===== src/rtl/vector_processing_element.sv =====
// rtl/vector_processing_element.sv - multi-lane systolic PE: double-buffered weights, 2-stage MAC/adder-tree pipeline
module vector_processing_element #(
    parameter int DATA_WIDTH             = 8,
    parameter int ACCUMULATOR_DATA_WIDTH = 32,
    parameter int LANES                  = 4,
    parameter int SATURATE               = 1
) (
    input  logic                                CLK,
    input  logic                                SYNC_RST,
    input  logic                                EN,
    input  logic                                LOAD,
    input  logic                                SWAP,
    input  logic                                MODE,
    input  logic                                CLEAR,
    input  logic                                VALID_IN,
    input  logic [LANES*DATA_WIDTH-1:0]         Input,
    input  logic [ACCUMULATOR_DATA_WIDTH-1:0]   PsumIn,
    output logic [LANES*DATA_WIDTH-1:0]         ToRight,
    output logic [ACCUMULATOR_DATA_WIDTH-1:0]   PsumOut,
    output logic                                VALID_OUT,
    output logic                                SAT_FLAG
);

    localparam int DW = DATA_WIDTH;
    localparam int AW = ACCUMULATOR_DATA_WIDTH;
    localparam int PW = 2 * DW;
    localparam int TW = PW + $clog2(LANES);
    // Sum width must hold both the full tree and the accumulator, plus one carry bit
    localparam int SW = ((TW > AW) ? TW : AW) + 1;

    logic signed [DW-1:0] shadow_w [LANES];
    logic signed [DW-1:0] active_w [LANES];
    logic signed [PW-1:0] prod_r   [LANES];
    logic signed [AW-1:0] psum_r;
    logic signed [AW-1:0] acc;
    logic                 mode_r;
    logic                 clear_r;
    logic                 v1;

    logic                 beat;
    logic signed [TW-1:0] tree;
    logic signed [SW-1:0] operand;
    logic signed [SW-1:0] raw;
    logic                 ovf;
    logic        [AW-1:0] result;

    assign beat = VALID_IN & ~LOAD;

    always_comb begin
        tree = '0;
        for (int i = 0; i < LANES; i++) begin
            tree = tree + TW'(prod_r[i]);
        end
    end

    always_comb begin
        operand = SW'(psum_r);
        if (mode_r) begin
            if (clear_r) begin
                operand = '0;
            end else begin
                operand = SW'(acc);
            end
        end
        raw = SW'(tree) + operand;
        // In range only when every bit above the accumulator's sign bit matches it
        ovf = ~((&raw[SW-1:AW-1]) | ~(|raw[SW-1:AW-1]));
        result = raw[AW-1:0];
        if (ovf && (SATURATE != 0)) begin
            result = raw[SW-1] ? {1'b1, {(AW-1){1'b0}}} : {1'b0, {(AW-1){1'b1}}};
        end
    end

    always_ff @(posedge CLK) begin
        if (SYNC_RST) begin
            for (int i = 0; i < LANES; i++) begin
                shadow_w[i] <= '0;
                active_w[i] <= '0;
                prod_r[i]   <= '0;
            end
            psum_r    <= '0;
            acc       <= '0;
            mode_r    <= 1'b0;
            clear_r   <= 1'b0;
            v1        <= 1'b0;
            ToRight   <= '0;
            PsumOut   <= '0;
            VALID_OUT <= 1'b0;
            SAT_FLAG  <= 1'b0;
        end else if (EN) begin
            ToRight <= Input;
            for (int i = 0; i < LANES; i++) begin
                if (SWAP) begin
                    active_w[i] <= shadow_w[i];
                end
                if (LOAD) begin
                    shadow_w[i] <= $signed(Input[i*DW +: DW]);
                end
                if (beat) begin
                    prod_r[i] <= $signed(Input[i*DW +: DW]) * active_w[i];
                end
            end
            v1 <= beat;
            if (beat) begin
                psum_r  <= $signed(PsumIn);
                mode_r  <= MODE;
                clear_r <= CLEAR;
            end
            if (v1) begin
                PsumOut   <= result;
                SAT_FLAG  <= ovf;
                VALID_OUT <= 1'b1;
                if (mode_r) begin
                    acc <= $signed(result);
                end
            end else begin
                VALID_OUT <= 1'b0;
                SAT_FLAG  <= 1'b0;
            end
        end
    end

endmodule


===== config.mk =====
export PLATFORM = sky130hd
export DESIGN_NAME = vector_processing_element
export DESIGN_NICKNAME = d
export VERILOG_FILES = /design/src/rtl/vector_processing_element.sv
export SDC_FILE = /design/constraint.sdc
export NUM_CORES = 1
export LEC_CHECK = 0
export ABC_AREA = 1
export CAP_MARGIN = 20
export CORE_MARGIN = 4
export CORE_UTILIZATION = 38
export CTS_BUF_LIST = sky130_fd_sc_hd__clkbuf_4 sky130_fd_sc_hd__clkbuf_8 sky130_fd_sc_hd__clkbuf_16
export CTS_CLUSTER_SIZE = 25
export DETAILED_ROUTE_END_ITERATION = 6
export SLEW_MARGIN = 20
export SYNTH_ARGS = -nofsm -noshare
export SYNTH_HDL_FRONTEND = slang
export SYNTH_SLANG_ARGS = --single-unit
export TNS_END_PERCENT = 30

===== constraint.sdc =====
create_clock -name CLK -period 5.4 [get_ports CLK]
set_input_delay 0.81 -clock CLK [delete_from_list [all_inputs] [get_ports CLK]]
set_output_delay 0.81 -clock CLK [all_outputs]
set_load 0.01 [all_outputs]

==> qor.yml, run 1 <==
vias_per_cell: 4.60
hold_viol_final: 0
start_util_pct: 38.3
overflow: 0
worstMarginPinSlew_ns: 0.978
dieWidth_um: 262
synth_seq_cells: 261
tritoncts: "built"
die_area_mm2: 0.0689
startpoint: "mode_r$_SDFFE_PP0P_"
drt-initial-drc-count: 1190
clk_latency_ns: 0.60
cts.clk_slew.worst_paths_ns: 0.06
synth_nets: 3601
cp.arrival_ns: 5.61
finalSetupViolCount: 0
vias: 18600
antenna_found_initial: 0
final.setup.tns_ns: 0
crit_fanout: 32
ys.flop_type: "dfxtp_1"
first_pass_iters: 6
synth_area_per_cell_um2: 8.03
die_y_um: 262
synth-edff-count: 128
ys_seq_area_share_pct: 26.5
numCtsBuffers: 31
drive_above_1_share_pct: 4.24
timing.max_cap.violations: 0
hpwl_um: 47400
finalCriticalPeriod_ns: 5.12
grt_pass1_vias: 18800
drc_errors: 0
yosysUniqueCellTypes: 41
io_buffers: 137
syn2layout_area_growth_pct: 13.7
ios: 138
drt_wl_total_um: 59300
slowest_stage: "fa_1"
worstPathCellList: "inv_1, nor2_1, clkinv_1, buf_4, o22ai_1, fa_1, fa_1, inv_1, fa_1, inv_1, ha_1, a21oi_1, nand2_1, a21oi_1, nand2_2, nand2_2, nand3_1, nand2_1, nand2_2, buf_12, nand2_1, nand3_1, nand2_1, inv_1"
synth_top_area_share_pct: 25.6
nets: 3695
synth.most_common_cell: "inv_1"
synth_top_cells_by_area: "fa_1, edfxtp_1, inv_1"
worst_ir_drop_vdd_mv: 0.336
critPathMaxStageDelay_ns: 0.51
r2r_slack_ns: 0.28
max_freq_ghz: 0.195
cp_data_required_time_ns: 5.89
netlist_area_mm2: 0.0246
total_power_w: 0.00966
rows: 93
slew_headroom_pct: 34.4
synth_top_area_cell: "fa_1"
cts_max_level: 1
status: "completed"
grtUsageTotal_pct: 17.3
fin_worst_skew_ns: 0.0174
slew_violations: 0
holdWs_ns: 0.470
async_reset_ff_share_pct: 0
gp_congestion: 0.929
timing.rr.start: "mode_r$_SDFFE_PP0P_"
clock-sinks: 261
synthTopCellsByCount: "inv_1, nand2_1, fa_1, nor2_1, a21oi_1"
crit_path_end_kind: "register"
n_fill_cell: 6501
crit_path_start_kind: "register"
ys_warn_count: 0
min_from: "v1$_SDFFE_PP0P_"
netlist_instances: 3065
period_share_pct: 94.8
cts_buffer_depth: 3
core_region_area_mm2: 0.0642
num_antenna_cells: 0
hp-class: "register to register"
rsz0062_at_grt: "false"
ant_nets: 0
cts-root-buf: "clkbuf_16"
grt_max_degree: 60
cellPowerDensity_mw_per_mm2: 345
wire_per_inst_um: 14.7
grt_pass1_wl_um: 98900
leakagePower_nw: 14.5
crit_type: "register to register"
cell families (layout without fill, tap and decap cells):
family,after synthesis,count (layout),share of synthesized area (%)
buf+inv,966,1084,15.0
compound gates,344,344,7.60
simple gates,973,973,15.7
flops,261,261,26.5
fa+ha+maj,464,464,33.2
xor+xnor,57,57,2.03
repair_timing:
item	in CTS	in global routing
buffers inserted	0	0
setup endpoints to repair	0	33
resized for setup	0	5
hold buffers	0	0
worst max-delay path: cells and delay by family (launching register included):
kind                       cells  cell delay, ns
buffers and inverters          7            0.76
adders and majority gates      4            1.81
DFF                            1            0.33
AOI/OAI and AO/OA              3            0.85
and+or+nand+nor               10            1.25
final timing paths:
kind	end	cells after the start
worst max-delay path	acc[0]$_SDFFE_PP0P_	24
worst min-delay path	v1$_SDFFE_PP0P_	2
worst max register to register	acc[0]$_SDFFE_PP0P_	24
worst min register to register	v1$_SDFFE_PP0P_	2
report_power, final:
group	total, W	switching [W]	internal, W
registers	0.00228	0.0000846	0.00219
logic	0.00529	0.00344	0.00185
clock network	0.00209	0.000890	0.00120
cell type report:
cell class | count | area [µm²] | share of cell area [%]
Inverter | 841 | 3160 | 11.3
Clock inverter | 20 | 171 | 0.613
Multi-Input combinational cell | 1838 | 14500 | 51.7
Sequential cell | 261 | 6510 | 23.3
Tap cell | 855 | 1070 | 3.82
Timing Repair Buffer | 186 | 1770 | 6.31
Clock buffer | 37 | 840 | 3.00
layout by cell type (no fill, tap or decap), drive strengths merged, types with 3 or more instances in the layout:
cell           instances
o31ai                  3
xnor2                 27
a22oi                  3
buf                   51
o2111ai                4
xor2                  30
nand2                616
nand3                110
clkbuf                37
a21oi                170
inv                  842
o21a                   7
a21o                   7
clkinv                15
o21bai                 6
ha                   149
o22ai                 27
fa                   315
nor2                 217
o21ai                108
edfxtp               128
nor3                  14
or2                    8
a31oi                  3
nand4                  5
dfxtp                133
clkdlybuf4s50        135
state kept, by name, indices dropped and copies added (netlist names):
register	count
PsumOut	32
SAT_FLAG	1
ToRight	32
VALID_OUT	1
acc	32
active_w	32
clear_r	1
mode_r	1
prod_r	64
psum_r	32
shadow_w	32
v1	1
stage by stage:
stage | setup WS, ns | std cells | util, % | instance area [µm²]
finish | 0.278 | 4038 | 43.6 | 28000
CTS | 0.268 | 4038 | 43.5 | 27900
global route | 0.0103 | 4038 | 43.6 | 28000
detailed placement | 0.0716 | 3981 | 41.9 | 26900
global placement | 0.0699 | 3981 | 41.9 | 26900
floorplan | 0.727 | 3065 | - | 24600
per-layer routing:
layer	vias up	track usage [%]	share of wire (%)
met1	8783	23.9	46
met3	73	2.31	4.7
met4	0	3.71	2.3
met2	406	29.3	47
met5	-	0	0
li1	9302	-	-
Note: power is estimated with default switching activity, not from simulation.
==> run 2: changes to the inputs <==
GPL_TIMING_DRIVEN = 0   (was unset)
==> run 2 against run 1 <==
Sequential share of layout area barely moved. Sequential power hardly changed. Power rose by 2.7%. Combinational power rose by 4.0%. Largest cell class unchanged. Highest routed layer is now met5.
==> qor.yml, run 2 (same netlist as run 1, synthesis figures left out) <==
status: "completed"  # unchanged
numCtsBuffers: 31  # unchanged
hold_viol_final: 0  # unchanged
largest_reg_flops: 64  # unchanged
hpwl_um: 53200  # was 47400 µm
drc_errors: 0  # unchanged
finalSetupViolCount: 0  # unchanged
timing.max_cap.violations: 0  # unchanged
clk_latency_ns: 0.60  # about the same
setup_slack_ns: 0.260  # was 0.278 ns
final_cell_mix: "inv_1, nand2_1, fa_1"  # unchanged
vias_per_cell: 4.63  # was 4.60
cts_max_level: 1  # unchanged
hp-class: "register to register"  # unchanged
syn2layout_area_growth_pct: 13.9  # was 13.7%
io_buffers: 103  # was 137
n_fill_cell: 6561  # was 6501
worst_ir_drop_vdd_mv: 0.212  # was 0.336 mV
die_y_um: 262  # unchanged
crit_fanout: 10  # was 32
ios: 138  # unchanged
multi_input_area_mm2: 0.0145  # about the same
grtUsageTotal_pct: 18.5  # was 17.3%
grt_pass1_vias: 19300  # was 18800
drt_wl_total_um: 63800  # was 59300 µm
ff_latch_area_mm2: 0.00651  # unchanged
die_area_mm2: 0.0689  # unchanged
crit_path_start_kind: "register"  # unchanged
cts_buffer_depth: 3  # unchanged
cp_data_required_time_ns: 5.89  # about the same
dp_slack_ns: -0.661  # was 0.0716 ns
crit_path_end_kind: "register"  # unchanged
max_freq_ghz: 0.195  # about the same
cellPowerDensity_mw_per_mm2: 354  # was 345 mW/mm²
overflow: 0  # unchanged
ant_nets: 0  # unchanged
cp.arrival_ns: 5.63  # was 5.61 ns
core_region_area_mm2: 0.0642  # unchanged
crit_type: "register to register"  # unchanged
slew_violations: 0  # unchanged
gp_congestion: 0.938  # was 0.929
period_share_pct: 95.2  # was 94.8%
finalCriticalPeriod_ns: 5.14  # was 5.12 ns
postPlaceCellArea_mm2: 0.0268  # was 0.0269 mm²
holdBufCountCts: 0  # unchanged
rsz0062_at_grt: "false"  # unchanged
clock-sinks: 261  # unchanged
final_common_cell: "inv_1"  # unchanged
leakagePower_nw: 14.5  # about the same
final.setup.tns_ns: 0  # unchanged
start_util_pct: 38.3  # unchanged
drive_above_1_share_pct: 3.77  # was 4.24%
fin_worst_skew_ns: 0.0203  # was 0.0174 ns
dieWidth_um: 262  # unchanged
first_pass_iters: 6  # unchanged
tritoncts: "built"  # unchanged
regMostFlops: "prod_r"  # unchanged
nets: 3745  # was 3695
rows: 93  # unchanged
cts-root-buf: "clkbuf_16"  # unchanged
antenna_found_initial: 3  # was 0
vias: 18900  # was 18600
grt_pass1_wl_um: 103000  # was 98900 µm
cts.clk_slew.worst_paths_ns: 0.06  # about the same
drt-initial-drc-count: 1211  # was 1190
worstMarginPinSlew_ns: 1.06  # was 0.978 ns
slew_headroom_pct: 29.4  # was 34.4%
grt_max_degree: 55  # was 60
wire_per_inst_um: 15.6  # was 14.7 µm
fin_area_mm2: 0.0280  # about the same
==> run 2: changes by cell type in the layout (fill, tap and decap cells not counted), sizes merged, moves of 2 or more <==
cell	delta
clkbuf	+118
clkdlybuf4s50	-32
buf	-26
clkinv	-9
inv	+3
clkinvlp	-2
==> run 2: stage by stage <==
stage | cells | hold slack, ns | total power [W] | util, %
after detailed placement | 4029 | 0.469 | 0.00774 | 41.8
after CTS | 4087 | 0.477 | 0.00996 | 43.6
after global routing | 4089 | 0.495 | 0.0108 | 43.6
after floorplan | 3065 | 0.446 | 0.00622 | -
final | 4090 | 0.479 | 0.00993 | 43.6
after global placement | 4023 | 0.452 | 0.00769 | 41.6
==> run 2: routing by layer <==
layer | wire, µm | up-vias | track usage (%)
met5 | 13 | - | 0
met4 | 1840 | 2 | 4.86
met3 | 3360 | 81 | 2.47
met2 | 30600 | 422 | 32.0
met1 | 28100 | 8996 | 24.7
li1 | - | 9418 | -
==> run 2: timing repair <==
item | CTS | global route
gates resized for setup | 16 | 6
buffers inserted | 0 | 1
pin swaps | 0 | 1
setup endpoints to repair | 65 | 61
==> run 2: final timing paths <==
path,from,endpoint,slack (ns),cells after the start
setup reg to reg,mode_r$_SDFFE_PP0P_,PsumOut[0]$_SDFFE_PP0P_,0.26,26
hold / removal,psum_r[31]$_SDFFE_PP0P_,psum_r[31]$_SDFFE_PP0P_,0.48,2
hold reg to reg,psum_r[31]$_SDFFE_PP0P_,psum_r[31]$_SDFFE_PP0P_,0.48,2
setup / recovery,mode_r$_SDFFE_PP0P_,PsumOut[0]$_SDFFE_PP0P_,0.26,26
==> run 2: critical path, stage by stage, from the launching register on <==
cell      delay [ns]
dfxtp_1         0.35
inv_1           0.17
nor2_4          0.18
inv_4           0.09
clkbuf_4        0.24
o22ai_2         0.25
fa_1            0.49
fa_1            0.49
inv_1           0.05
fa_1            0.48
inv_1           0.05
ha_1            0.38
nand2_1         0.18
inv_1           0.05
nand2_1         0.06
nand2_1         0.08
a21oi_1         0.16
nand2_2         0.13
nand2_2         0.11
nand3_1         0.08
nand2_1         0.12
nand2_2         0.15
buf_4           0.22
nand2_1         0.17
nand3_1         0.14
nand2_1         0.10
inv_1           0.04
==> run 2: area by class of cell <==
class,instances,area share [%]
Buffer,125,1.93
Multi-Input combinational cell,1838,51.7
Sequential cell,261,23.2
Tap cell,855,3.82
Clock inverter,11,0.362
Clock buffer,47,3.44
Timing Repair Buffer,111,4.20
Inverter,841,11.3
Antenna cell,1,0.00893
==> run 2: where the power goes <==
group          total, W  internal [W]  switching (W)
combinational   0.00550       0.00189        0.00360
sequential      0.00225       0.00219      0.0000612
clock           0.00218       0.00128       0.000895
total           0.00993       0.00537        0.00456
